===== config.mk =====
export PLATFORM = sky130hd
export DESIGN_NAME = temporal_interval
export DESIGN_NICKNAME = d
export VERILOG_FILES = /design/src/rtl/temporal_interval_pkg.sv /design/src/rtl/temporal_interval_duration_counter.sv /design/src/rtl/temporal_interval.sv
export SDC_FILE = /design/constraint.sdc
export NUM_CORES = 1
export LEC_CHECK = 0
export ABC_CLOCK_PERIOD_IN_PS = 7200
export CORE_MARGIN = 1.5
export CORE_UTILIZATION = 55
export CTS_CLUSTER_SIZE = 20
export DETAILED_ROUTE_END_ITERATION = 10
export PLACE_DENSITY = 0.81
export SKIP_CTS_REPAIR_TIMING = 1
export SLEW_MARGIN = 20
export SYNTH_ARGS = -nofsm -noshare
export SYNTH_HDL_FRONTEND = slang
export SYNTH_HIERARCHICAL = 1
export SYNTH_SLANG_ARGS = --single-unit

===== constraint.sdc =====
create_clock -name clk -period 7.2 [get_ports clk]
set_clock_uncertainty 0.2 [all_clocks]
set_input_delay 1.44 -clock clk [delete_from_list [all_inputs] [get_ports clk]]
set_output_delay 1.44 -clock clk [all_outputs]
set_load 0.03 [all_outputs]

===== src/rtl/temporal_interval_pkg.sv =====
// Shared types for the temporal interval stage: one-hot FSM encoding and an activity helper.
package temporal_interval_pkg;

  typedef enum logic [3:0] {
    StIdle    = 4'b0001,
    StWaitMin = 4'b0010,
    StWaitMax = 4'b0100,
    StFinal   = 4'b1000
  } itv_state_t;

  function automatic logic is_active(itv_state_t s);
    return (s == StWaitMin) || (s == StWaitMax);
  endfunction

endpackage


===== src/rtl/temporal_interval_duration_counter.sv =====
// Saturating elapsed-time counter: synchronous clear, counts enabled cycles, never wraps.
module temporal_interval_duration_counter #(
  parameter int unsigned WIDTH = 32
) (
  input  logic             clk,
  input  logic             rst,
  input  logic             clear,
  input  logic             enable,
  output logic [WIDTH-1:0] count
);

  logic [WIDTH-1:0] count_d, count_q;

  always_comb begin
    count_d = count_q;
    if (clear) begin
      count_d = '0;
    end else if (enable && (count_q != '1)) begin
      count_d = count_q + WIDTH'(1);
    end
  end

  always_ff @(posedge clk or negedge rst) begin
    if (!rst) begin
      count_q <= '0;
    end else begin
      count_q <= count_d;
    end
  end

  assign count = count_q;

endmodule


===== src/rtl/temporal_interval.sv =====
// Temporal interval [d_min,d_max] ahead of a conditioned interaction point: releases the point
// after d_min, forces it at d_max, and forwards skip/kill.
module temporal_interval
  import temporal_interval_pkg::*;
#(
  parameter int unsigned WIDTH = 32
) (
  input  logic             clk,
  input  logic             rst,
  input  logic             start,
  input  logic             skip_in,
  input  logic             kill_in,
  input  logic             stop,
  input  logic             tick,
  input  logic             inf_max,
  input  logic [WIDTH-1:0] d_min,
  input  logic [WIDTH-1:0] d_max,
  output logic             start_p,
  output logic             event_e,
  output logic             skip_p,
  output logic             kill_p,
  output logic             urgent,
  output logic             active,
  output logic [WIDTH-1:0] elapsed
);

  itv_state_t       state_d, state_q;
  logic [WIDTH-1:0] dmin_d, dmin_q, dmax_d, dmax_q;
  logic             inf_d, inf_q, urgent_d, urgent_q;
  logic             start_p_d, start_p_q, event_e_d, event_e_q;
  logic             skip_p_d, skip_p_q, kill_p_d, kill_p_q;
  logic [WIDTH-1:0] count;

  // Counter sits at zero while idle, so arming always starts from 0.
  temporal_interval_duration_counter #(
    .WIDTH(WIDTH)
  ) u_counter (
    .clk   (clk),
    .rst   (rst),
    .clear (state_q == StIdle),
    .enable(tick && is_active(state_q)),
    .count (count)
  );

  always_comb begin
    state_d   = state_q;
    dmin_d    = dmin_q;
    dmax_d    = dmax_q;
    inf_d     = inf_q;
    urgent_d  = urgent_q;
    start_p_d = 1'b0;
    event_e_d = 1'b0;
    skip_p_d  = 1'b0;
    kill_p_d  = 1'b0;
    unique case (state_q)
      StIdle: begin
        if (kill_in) begin
          state_d  = StFinal;
          kill_p_d = 1'b1;
        end else if (skip_in) begin
          state_d  = StFinal;
          skip_p_d = 1'b1;
        end else if (start) begin
          state_d  = StWaitMin;
          dmin_d   = d_min;
          dmax_d   = (d_max > d_min) ? d_max : d_min;
          inf_d    = inf_max;
          urgent_d = (d_min == d_max) && !inf_max;
        end
      end
      StWaitMin: begin
        if (kill_in) begin
          state_d  = StFinal;
          kill_p_d = 1'b1;
        end else if (count >= dmin_q) begin
          state_d   = StWaitMax;
          start_p_d = 1'b1;
        end
      end
      StWaitMax: begin
        if (kill_in) begin
          state_d  = StFinal;
          kill_p_d = 1'b1;
        end else if (stop) begin
          state_d = StFinal;
        end else if (!inf_q && (count >= dmax_q)) begin
          state_d   = StFinal;
          event_e_d = 1'b1;
        end
      end
      StFinal: ;
      default: state_d = StFinal;
    endcase
    if (state_d == StFinal) begin
      urgent_d = 1'b0;
    end
  end

  always_ff @(posedge clk or negedge rst) begin
    if (!rst) begin
      state_q   <= StIdle;
      dmin_q    <= '0;
      dmax_q    <= '0;
      inf_q     <= 1'b0;
      urgent_q  <= 1'b0;
      start_p_q <= 1'b0;
      event_e_q <= 1'b0;
      skip_p_q  <= 1'b0;
      kill_p_q  <= 1'b0;
    end else begin
      state_q   <= state_d;
      dmin_q    <= dmin_d;
      dmax_q    <= dmax_d;
      inf_q     <= inf_d;
      urgent_q  <= urgent_d;
      start_p_q <= start_p_d;
      event_e_q <= event_e_d;
      skip_p_q  <= skip_p_d;
      kill_p_q  <= kill_p_d;
    end
  end

  assign start_p = start_p_q;
  assign event_e = event_e_q;
  assign skip_p  = skip_p_q;
  assign kill_p  = kill_p_q;
  assign urgent  = urgent_q;
  assign active  = is_active(state_q);
  assign elapsed = count;

endmodule


# --- Word level (Yosys, flattened, before mapping) ---
# Cells that the tools add are included.
totals:
  regBits: 106
  in_bits: 72
  word_cells: 67
classes:
  addsub: 1
  magnitude_cmp: 3
  eq_ne: 9
  muxes: 29
  bitwise: 2
  n_reduce_logical: 13
op_table:
  columns: ["operator", "n"]
  rows:
  - ["2-to-1 mux 32 bit", 3]
  - [">= comparator 32 bit", 2]
  - ["adder 32 x 1 -> 32 bit (second input constant)", 1]
  - ["== test 32 bit", 1]
  - ["> comparator 32 bit", 1]
  - ["2-to-1 mux 4 bit", 8]
  - ["inequality test 32 bit (second input constant)", 1]
  - ["2-to-1 mux 1 bit", 17]
  - ["one-hot mux 4 bit (4 select lines)", 1]
  - ["== test 4 bit (second input constant)", 2]
  - ["AND reduction 4 bit", 2]
  - ["nonzero test 2 bit", 3]
  - ["== test 4 x 1 -> 1 bit (second input constant)", 1]
  - ["== test 4 x 2 -> 1 bit (second input constant)", 1]
  - ["== test 4 x 3 -> 1 bit (second input constant)", 1]
  - ["logical AND 1 bit", 4]
  - ["inequality test 2 x 1 -> 1 bit (second input constant)", 2]
  - ["OR reduction 3 bit", 1]
  - ["logical NOT 1 bit", 2]
  - ["inverter 1 bit", 2]
  - ["logical OR 1 bit", 1]

# --- Longest topological paths before layout ---
# Gate-level depths: netlist of the first run.
logic_depth:
  word_depth: 9
  depth_mapped: 10

# --- Cells and area by module ---
# Netlist of the first run, hierarchy kept.
modules_own_cells:
  columns: ["module", "instances", "cells_each", "area_each_um2", "seq_area_each_um2"]
  rows:
  - ["temporal_interval", 1, 596, 5424.0, 1853.0]
  - ["temporal_interval_duration_counter", 1, 198, 1854.3, 800.8]

# --- Worst setup path after synthesis of the first run ---
# Ideal clock, no wire load.
synth_path:
  kind: "input port to flip-flop"
  start: "input port d_min[3]"
  end: "register dmax_q[17]"
  setup_ps: 137
  t_arrival_ps: 3152
  required_ps: 6863
  slack_ps: 3710
  path_stages: 10
  n_path_buf: 1
  cell_sequence: "inv_1 -> ha_1 -> a211o_1 -> o211ai_2 -> a31oi_2 -> a2111oi_4 -> o211ai_4 -> buf_6 -> nand3_1 -> o221ai_1"
synth_via:
  elab_chain_len: 2
synth_rtl:
  columns: ["item", "line", "text"]
  rows:
  - ["from (decl)", "temporal_interval.sv:16", "input logic [WIDTH-1:0] d_min,"]
  - ["> comparator 32 bit", "temporal_interval.sv:66", "dmax_d = (d_max > d_min) ? d_max : d_min;"]
  - ["2-to-1 mux 32 bit", "temporal_interval.sv:66", null]
  - ["to (signal assigned)", "temporal_interval.sv:113", "dmax_q <= dmax_d;"]
  - ["to (decl)", "temporal_interval.sv:28", "logic [WIDTH-1:0] dmin_d, dmin_q, dmax_d, dmax_q;"]
# Every way passes these cells.
# A chain may end at the register's enable or synchronous reset.

# --- Worst setup path in the final report of the first run ---
layout_path:
  start: "input port d_min[15]"
  end: "register dmax_q[23]"
# The elaborated chain is that of the path after synthesis.

==> out/qor_table.md, run 1 <==
| Result | Value | Unit |
|---|---|---|
| Result of the run | finished clean | - |
| Height of the chip | 118 | µm |
| Number of sinks handled by clock tree synthesis | 106 | - |
| Overall power of the completed layout | 0.00127 | W |
| Via count of the routed design | 6270 | - |
| Root buf cell | sky130_fd_sc_hd__clkbuf_16 | - |
| Last weighted congestion value of the routability-driven placer | 0.925 | - |
| Number of instances in the synthesized netlist | 794 | - |
| Number of buffers inserted by port buffering | 109 | - |
| Largest net degree at the start of global routing | 70 | - |
| All-layer global routing usage | 0.272 | - |
| Cell Pwr Density | 145 | nW/µm² |
| Die width | 118 | µm |
| Number of synthesized register bits | 106 | - |
| Synthesized cell area | 7280 | µm² |
| Critical path capture point type | register | - |
| Most common cell after layout, fill and taps aside | sky130_fd_sc_hd__clkdlybuf4s50_1 | - |
| Setup crit start kind | primary input | - |
| Data required time at the worst endpoint | 7.19 | ns |
| Number of nets in the synthesized netlist | 963 | - |
| Unrepaired setup endpoints after global routing | false | - |
| CTS max path bufs | 2 | - |
| Total wirelength of the detailed-routed design | 18300 | µm |
| Sequential fraction of the synthesis area | 0.365 | - |
| Clock-pin slew reported for the worst setup and hold paths after clock tree synthesis | 0.07 | ns |
| Startpoint-to-endpoint class of the critical path | in -> reg | - |
| Count of final max-slew check failures | 0 | - |
| Max capacitance violation total | 0 | - |
| Cell types with the largest area share after synthesis | sky130_fd_sc_hd__dfrtp_1 36%, sky130_fd_sc_hd__ha_1 17%, sky130_fd_sc_hd__inv_1 5.4% | - |
| Area fraction of the dominant cell type after synthesis | 0.361 | - |
| Share of flip-flops with an asynchronous set or reset | 1.00 | - |
| Number of antenna diodes | 0 | - |
| Leakage power | 4.27 | nW |
| Number of placed I/O pins | 110 | - |
| Slew at the pin closest to its max-slew limit | 0.768 | ns |
| Num CTS Buffers | 9 | - |
| Total number of placement rows | 41 | - |
| Via count of the first global-routing pass | 5968 | - |
| Clock latency on the worst-skew pair | 0.36 | ns |
| Count of antenna-violating nets left after detailed routing | 0 | - |
| Final-report hold violation count | 0 | - |
| Layout net count | 1060 | - |
| Worst hold-check path type | reg -> reg | - |
| Largest area contributor in the netlist | sky130_fd_sc_hd__dfrtp_1 | - |
| Netlist cell types | 64 | - |
| Setup violators final | 0 | - |
| Arrival time at the worst endpoint | 4.34 | ns |
| Count of filler cells inserted in the layout | 1006 | - |
| Core Region | 12800 | µm² |
| Warnings, synthesis | 6 | - |
| Count of H-tree levels built during CTS | 3 | - |
| Congestion Overflow GR | 0 | - |
| Commonest cells after routing, fill and taps aside | 108 x sky130_fd_sc_hd__clkdlybuf4s50_1, 105 x sky130_fd_sc_hd__inv_1, 105 x sky130_fd_sc_hd__dfrtp_1 | - |
| Wire length of the first global-routing pass | 30300 | µm |
| Fmax | 0.230 | GHz |
| DP HPWL | 13700 | µm |
| Placed instance count | 1052 | - |
| DRC | 0 | - |
| Via-to-Cell Ratio | 5.87 | - |
| Syn Area/Cell | 9.17 | µm² |
| Peak supply drop | 0.000103 | V |
| Largest fanout on the critical path | 64 | - |
| Wirelength per Cell | 17.1 | µm |
| Number of stages on the worst hold path | 2 | - |
| Minimum period implied by the final worst setup slack | 4.35 | ns |
| EDFF count, synth | 0 | - |
| Relative area change from synthesis to final layout | 20.2 | % |
| Layout cells sized above 1 | 0.0580 | - |
| Headroom to the max-slew limit | 0.484 | - |
| Clock tree from TritonCTS | yes | - |
| Number of cells on the worst reg-to-reg path | 8 | - |
| Fraction of the cycle the final worst path needs | 0.604 | - |
| Final cell count without fillers | 1068 | - |
| Number of antenna violations at the first check in global routing | 0 | - |
| Total iterations of the first detailed-routing run | 6 | - |
| Synth Flop Type | sky130_fd_sc_hd__dfrtp_1 | - |
| Number of DRC markers in iteration 0 | 482 | - |
| Initial standard-cell utilization of the core | 0.570 | - |
| Final TNS setup | 0 | ns |
| Die Footprint | 13900 | µm² |
final timing paths:
| path | startpoint | end | slack, ns |
|---|---|---|---|
| min | dmin_q[0] | dmin_q[0] | 0.29 |
| max reg2reg | state_q[3] | dmax_q[23] | 3.93 |
| max | d_min[15] | dmax_q[23] | 2.85 |
| min in group asynchronous | rst | dmax_q[10] | 0.88 |
| min reg2reg | dmin_q[0] | dmin_q[0] | 0.29 |
| max in group asynchronous | rst | kill_p | 4.69 |
flip-flops by register name, indices dropped and copies added (netlist names):
register / count
dmin_q: 32
start_p: 1
kill_p: 1
state_q: 4
u_counter/count: 32
dmax_q: 32
skip_p: 1
urgent: 1
event_e: 1
inf_q: 1
cells in the mapped netlist, drive strengths merged (15+ instances only):
library cell,number
o221ai,31
buf,19
nor2,42
ha,97
nand2,68
inv,105
a21o,15
nand4,24
dfrtp,105
a21oi,46
nand3,55
o21ai,47
layer usage:
| layer | vias up | part of all wire | track usage |
|---|---|---|---|
| met2 | 232 | 0.45 | 0.426 |
| met5 | - | 0 | 0 |
| met4 | 0 | 0.025 | 0.0998 |
| li1 | 3041 | - | - |
| met3 | 44 | 0.071 | 0.0533 |
| met1 | 2953 | 0.45 | 0.374 |
stage by stage:
| stage | hold WS [ns] | area (µm²) | utilization | worst slack, ns |
|---|---|---|---|---|
| after global placement | 0.270 | 8440 | 0.661 | 2.67 |
| final | 0.294 | 8750 | 0.685 | 2.85 |
| after CTS | 0.293 | 8750 | 0.685 | 2.88 |
| after global routing | 0.337 | 8750 | 0.685 | 2.67 |
| after detailed placement | 0.276 | 8440 | 0.661 | 2.65 |
| after floorplan | 0.250 | 7280 | - | 3.71 |
where the power goes:
part / switching, W / internal [W]
clock: 0.000224 / 0.000305
sequential: 0.00000372 / 0.000600
combinational: 0.0000743 / 0.0000633
worst max-delay path, cell delays in order:
cell	delay, ns
sky130_fd_sc_hd__clkdlybuf4s50_1	0.47
sky130_fd_sc_hd__inv_1	0.04
sky130_fd_sc_hd__ha_1	0.32
sky130_fd_sc_hd__nand4_1	0.20
sky130_fd_sc_hd__nor4_1	0.73
sky130_fd_sc_hd__a21oi_1	0.16
sky130_fd_sc_hd__o31ai_1	0.16
sky130_fd_sc_hd__o211ai_4	0.10
sky130_fd_sc_hd__buf_4	0.36
sky130_fd_sc_hd__nand3_1	0.20
sky130_fd_sc_hd__o221ai_1	0.14
cell families (layout without fill, tap and decap cells):
logic type               after synthesis  count (layout)  share of synthesized area
AND/OR/NAND/NOR                      256             256                      0.180
flip-flops                           106             106                      0.365
AO/OA/AOI/OAI                        182             182                      0.183
adder cells (fa/ha/maj)               97              97                      0.167
XOR/XNOR                              14              14                     0.0168
multiplexers                           7               7                     0.0112
buffers and inverters                132             234                     0.0782
final cells by class:
cell class / count / area [µm²] / area share
flip-flops and latches: 106 / 2650 / 0.303
multi-input cells: 556 / 4060 / 0.464
inverters: 105 / 394 / 0.0451
clock inverters: 3 / 65.1 / 0.00744
repair buffers: 113 / 1120 / 0.128
clock buffers: 13 / 240 / 0.0275
well taps: 172 / 215 / 0.0246
No activity file was read; power rests on OpenSTA's default activity.
==> run 2: changes to the inputs <==
Settings changed: ABC_CLOCK_PERIOD_IN_PS 7200 to 4460.
Clock period 7.2 ns to 4.46 ns, I/O delays scaled along.
==> run 2 against run 1 <==
Routed wire length shrank 1.9%. Die area did not move. Critical path depth is 2 lower. Critical path type unchanged.
==> out/qor_table.md, run 2 (synthesized netlist as in run 1, its figures left out) <==
| Result | Value | Unit | Change |
|---|---|---|---|
| Via count of the routed design | 6268 | - | -0.032% |
| Root buf cell | sky130_fd_sc_hd__clkbuf_16 | - |  |
| Height of the chip | 118 | µm | unchanged |
| Max capacitance violation total | 0 | - | unchanged |
| Setup violators final | 0 | - | unchanged |
| Fmax | 0.264 | GHz |  |
| CTS max path bufs | 2 | - | unchanged |
| Layout cells sized above 1 | 0.0644 | - | +0.00641 |
| Largest fanout on the critical path | 25 | - | -61% |
| Relative area change from synthesis to final layout | 20.5 | % |  |
| Congestion Overflow GR | 0 | - | unchanged |
| Data required time at the worst endpoint | 4.47 | ns | -2.72 ns |
| Arrival time at the worst endpoint | 3.80 | ns | -0.54 ns |
| Final cell count without fillers | 1072 | - | +0.37% |
| Number of sinks handled by clock tree synthesis | 106 | - | unchanged |
| Unrepaired setup endpoints after global routing | false | - |  |
| Slew at the pin closest to its max-slew limit | 0.926 | ns | +0.158 ns |
| Worst hold-check path type | reg -> reg | - |  |
| Wire length of the first global-routing pass | 29800 | µm | -1.5% |
| Startpoint-to-endpoint class of the critical path | in -> reg | - |  |
| Hold endpoint | dmin_q[0] | - |  |
| Core Region | 12800 | µm² | unchanged |
| Via count of the first global-routing pass | 5977 | - | +0.15% |
| Fraction of the cycle the final worst path needs | 0.848 | - |  |
| Setup crit start kind | primary input | - |  |
| Peak supply drop | 0.000161 | V | +56% |
| Most common cell after layout, fill and taps aside | sky130_fd_sc_hd__clkdlybuf4s50_1 | - |  |
| Worst hold path startpoint | dmin_q[0] | - |  |
| Count of final max-slew check failures | 0 | - | unchanged |
| Minimum period implied by the final worst setup slack | 3.78 | ns |  |
| DRC | 0 | - | unchanged |
| Total iterations of the first detailed-routing run | 5 | - | -1 |
| Num CTS Buffers | 9 | - | unchanged |
| Final TNS setup | 0 | ns | unchanged |
| Area taken by flip-flops and latches | 2650 | µm² | unchanged |
| Largest net degree at the start of global routing | 74 | - | +5.7% |
| Final-report hold violation count | 0 | - | unchanged |
| Clock latency on the worst-skew pair | 0.35 | ns | about the same |
| Leakage power | 4.28 | nW | +0.26% |
| Minimum hold slack | 0.300 | ns | +0.00644 ns |
| Number of stages on the worst hold path | 2 | - | unchanged |
| Total number of placement rows | 41 | - | unchanged |
| Number of antenna violations at the first check in global routing | 0 | - | unchanged |
| Number of cells on the worst reg-to-reg path | 8 | - | unchanged |
| Number of DRC markers in iteration 0 | 375 | - | -22% |
| Clock tree from TritonCTS | yes | - |  |
| Count of antenna-violating nets left after detailed routing | 0 | - | unchanged |
| Wirelength per Cell | 16.7 | µm | -2.2% |
| Clock-pin slew reported for the worst setup and hold paths after clock tree synthesis | 0.07 | ns | about the same |
| Cell Pwr Density | 227 | nW/µm² | +56% |
| Number of buffers inserted by port buffering | 109 | - | unchanged |
| Initial standard-cell utilization of the core | 0.570 | - | unchanged |
| Headroom to the max-slew limit | 0.383 | - | -0.101 |
| Die Footprint | 13900 | µm² | unchanged |
| DP HPWL | 13900 | µm | +1.6% |
| Worst setup slack for register-to-register paths | 1.42 | ns | -2.51 ns |
| Worst R2R Start | state_q[1] | - |  |
| Via-to-Cell Ratio | 5.85 | - | -0.40% |
| Worst r2r dst | u_counter/count[31] | - |  |
| Number of placed I/O pins | 110 | - | unchanged |
| Count of filler cells inserted in the layout | 966 | - | -4.0% |
| Placed instance count | 1056 | - | +0.38% |
| Last weighted congestion value of the routability-driven placer | 0.870 | - | -5.9% |
| Commonest cells after routing, fill and taps aside | 108 x sky130_fd_sc_hd__clkdlybuf4s50_1, 105 x sky130_fd_sc_hd__inv_1, 105 x sky130_fd_sc_hd__dfrtp_1 | - |  |
| Total wirelength of the detailed-routed design | 17900 | µm | -1.9% |
| All-layer global routing usage | 0.266 | - | -0.00572 |
| Layout net count | 1064 | - | +0.38% |
| Number of antenna diodes | 0 | - | unchanged |
| Critical path capture point type | register | - |  |
| Die width | 118 | µm | unchanged |
| Count of H-tree levels built during CTS | 3 | - | unchanged |
| Result of the run | finished clean | - |  |
| Area used by multi-input combinational logic | 4060 | µm² | unchanged |
-- run 2: area by class of cell --
class	count	share of cell area
Multi-Input combinational cell	556	0.463
Tap cell	172	0.0245
Sequential cell	106	0.303
Clock inverter	5	0.00628
Timing Repair Buffer	117	0.132
Clock buffer	11	0.0265
Inverter	105	0.0449
-- run 2: how the worst max path moves through the flow --
stage,startpoint,end,slack (ns),cells after the start
floorplan,state_q[1],u_counter/count[31],1.33,9
CTS,d_min[31],dmax_q[18],0.67,9
global route,d_min[31],dmax_q[13],0.42,9
global placement,d_min[30],dmax_q[11],0.43,9
detailed placement,d_min[31],dmax_q[11],0.32,9
finish,d_min[30],dmax_q[11],0.68,9
-- run 2: layer usage --
layer  GRT usage  vias to the layer above  share of wire
met5           0                        -              0
met4      0.0983                        0          0.023
met3      0.0422                       31          0.060
met2       0.421                      213           0.46
met1       0.369                     2966           0.46
li1            -                     3058              -
-- run 2: where the power goes --
part / switching, W / total [W] / internal (W) / leakage (nW)
clock: 0.000361 / 0.000795 / 0.000434 / 0.136
combinational: 0.000120 / 0.000224 / 0.000105 / 3.01
sequential: 0.00000571 / 0.000973 / 0.000968 / 1.13
-- run 2: stage by stage --
| step | power (W) | worst slack [ns] | area, µm² | utilization |
|---|---|---|---|---|
| floorplan | 0.00110 | 1.33 | 7280 | - |
| global placement | 0.00121 | 0.429 | 8480 | 0.664 |
| detailed placement | 0.00122 | 0.315 | 8480 | 0.664 |
| CTS | 0.00200 | 0.668 | 8770 | 0.687 |
| global route | 0.00206 | 0.415 | 8770 | 0.687 |
| finish | 0.00199 | 0.676 | 8770 | 0.687 |
-- run 2: worst max-delay path: stages --
cell	delay (ns)
sky130_fd_sc_hd__clkdlybuf4s50_1	0.47
sky130_fd_sc_hd__inv_1	0.04
sky130_fd_sc_hd__ha_1	0.31
sky130_fd_sc_hd__nand4_1	0.18
sky130_fd_sc_hd__nor4_1	0.50
sky130_fd_sc_hd__nand2b_1	0.17
sky130_fd_sc_hd__o211ai_4	0.65
sky130_fd_sc_hd__buf_4	0.39
sky130_fd_sc_hd__o221ai_1	0.17
==> edit (config.mk and constraints of run 2) <==
`WIDTH` is set to 32 in 2 places; all go to 16.
--- a/src/rtl/temporal_interval_duration_counter.sv
+++ b/src/rtl/temporal_interval_duration_counter.sv
@@ -1,6 +1,6 @@
 // Saturating elapsed-time counter: synchronous clear, counts enabled cycles, never wraps.
 module temporal_interval_duration_counter #(
-  parameter int unsigned WIDTH = 32
+  parameter int unsigned WIDTH = 16
 ) (
   input  logic             clk,
   input  logic             rst,
--- a/src/rtl/temporal_interval.sv
+++ b/src/rtl/temporal_interval.sv
@@ -3,7 +3,7 @@
 module temporal_interval
   import temporal_interval_pkg::*;
 #(
-  parameter int unsigned WIDTH = 32
+  parameter int unsigned WIDTH = 16
 ) (
   input  logic             clk,
   input  logic             rst,
Ports: changed (resized d_max, d_min and elapsed); port bits go from 110 to 62. The function was not compared with the original's and may differ.
==> edit against run 2 <==
  * Power fell by 47%
  * Critical endpoint is now dmax_q[0]
  * Synthesized cell count is 44% lower
  * Area after synthesis is 45% lower
  * Setup slack improved by 0.42 ns
  * Sequential cell count shrank 48
  * Wire length shrank 48%
  * Sequential power is 46% lower
  * Utilization increased by 1.1 points
  * Design area decreased by 45%
  * Combinational power fell by 47%
  * First-iteration DRC count shrank 63%
  * Non-clock buffer count shrank 53
==> edit: results (changes against run 2) <==
The tools report the total via count in the routed design as 3,461 (was 6,268). The logs give 592 (was 1,064) for the post-layout net count and 15,700 µm (was 29,800 µm) for the first-pass GRT wire length. The run gives 0.452 (was 0.421) as the met2 track demand over resource in global routing. The tools report the detailed-routed wire length on met2 as 4770 µm (was 8250 µm). The fraction of met1 tracks used by global routing was 0.327 (was 0.369). The tools report the post-synthesis instance total as 443 (was 794). The run gives 0.259 (was 0.266) as the all-layer global routing usage. The cell family with the largest share of critical-path delay was compound AO/OA/AOI/OAI gates (was buffers and inverters). The number of port buffers works out to 61 (was 109). The run finished with clean final reports.

The logs give 9360 µm (was 17,900 µm) for the total detailed-routing wirelength and 0.389 (was 0.399) for the clock group share of total power. The internal power consumption is 799 µW (was 1510 µW). The logs give 0.33 ns (was 0.35 ns) for the clock network latency to the later pin of the worst-skew pair and 447 µm (was 1080 µm) for the met3 wire length.

Dominant cells by area after synthesis: sky130_fd_sc_hd__dfrtp_1 (36%), sky130_fd_sc_hd__ha_1 (15%), sky130_fd_sc_hd__a21oi_1 (5.8%) (was sky130_fd_sc_hd__dfrtp_1 (36%), sky130_fd_sc_hd__ha_1 (17%), sky130_fd_sc_hd__inv_1 (5.4%)). The tools report the startpoint of the lowest-slack register-to-register path as state_q[3] (was state_q[1]). The transition time at the pin with the least slew margin was 0.931 ns (was 0.926 ns); the worst-case setup slack after placement was 0.757 ns (was 0.315 ns). Met3 usage: 0.0504 (was 0.0422).

Cell chosen for the clock root: sky130_fd_sc_hd__clkbuf_8 (was sky130_fd_sc_hd__clkbuf_16). The run gives 140 (was 375) as the number of DRC markers after the initial detailed-route iteration. Top cell types by occurrence after synthesis: sky130_fd_sc_hd__dfrtp_1 (57), sky130_fd_sc_hd__inv_1 (54), sky130_fd_sc_hd__ha_1 (49) (was sky130_fd_sc_hd__dfrtp_1 (105), sky130_fd_sc_hd__inv_1 (105), sky130_fd_sc_hd__ha_1 (97)). The leakage dissipation came out at 0.00231 µW (was 0.00428 µW). The HPWL after detailed placement is 6990 µm (was 13,900 µm), and the count of distinct cell types in the synthesized netlist is 53 (was 64). The routability congestion estimate came out at 0.818 (was 0.870). The maximum vdd ir drop was 0.165 mV (was 0.161 mV).
[edit: cell count changes after synthesis, moves of 11 or more]
cell,run 2,this run
sky130_fd_sc_hd__o221ai_2,12,0
sky130_fd_sc_hd__nand2_1,68,36
sky130_fd_sc_hd__o221ai_1,19,0
sky130_fd_sc_hd__nand3_1,54,6
sky130_fd_sc_hd__mux2i_1,1,17
sky130_fd_sc_hd__dfrtp_1,105,57
sky130_fd_sc_hd__o21ai_0,47,27
sky130_fd_sc_hd__inv_1,105,54
sky130_fd_sc_hd__ha_1,97,49
sky130_fd_sc_hd__nand4_1,23,11
sky130_fd_sc_hd__xnor2_1,11,0
sky130_fd_sc_hd__a21o_1,15,4
[edit: power groups by stage]
| stage | clock network, µW | registers, µW | logic, µW |
|---|---|---|---|
| 6_report | 411 | 526 | 119 |
| 5_1_grt | 440 | 526 | 134 |
| 4_1_cts | 419 | 526 | 121 |
| 3_5_place_dp | 0 | 536 | 120 |
| 3_3_place_gp | 0 | 536 | 117 |
| 2_1_floorplan | 0 | 536 | 57.9 |
[edit: cell families after synthesis]
kind of cell,synth area share
AND/OR/NAND/NOR,0.189
flip-flops,0.363
adder cells (fa/ha/maj),0.153
multiplexers,0.0538
AO/OA/AOI/OAI,0.168
buffers and inverters,0.0726
[edit: worst paths after layout]
kind | endpoint | slack (ns) | cells past startpoint
min in group asynchronous | u_counter/count[10] | 0.49 | 1
min reg2reg | dmin_q[0] | 0.30 | 2
min | dmin_q[0] | 0.30 | 2
max | dmax_q[0] | 1.10 | 9
max in group asynchronous | u_counter/count[3] | 2.75 | 2
max reg2reg | u_counter/count[3] | 1.64 | 7
[edit: final cells by class]
class                   count  area, µm²
flip-flops and latches     58       1450
fillers                   587       2090
multi-input cells         316       2260
clock buffers              14        153
repair buffers             64        628
well taps                  96        120
inverters                  54        203
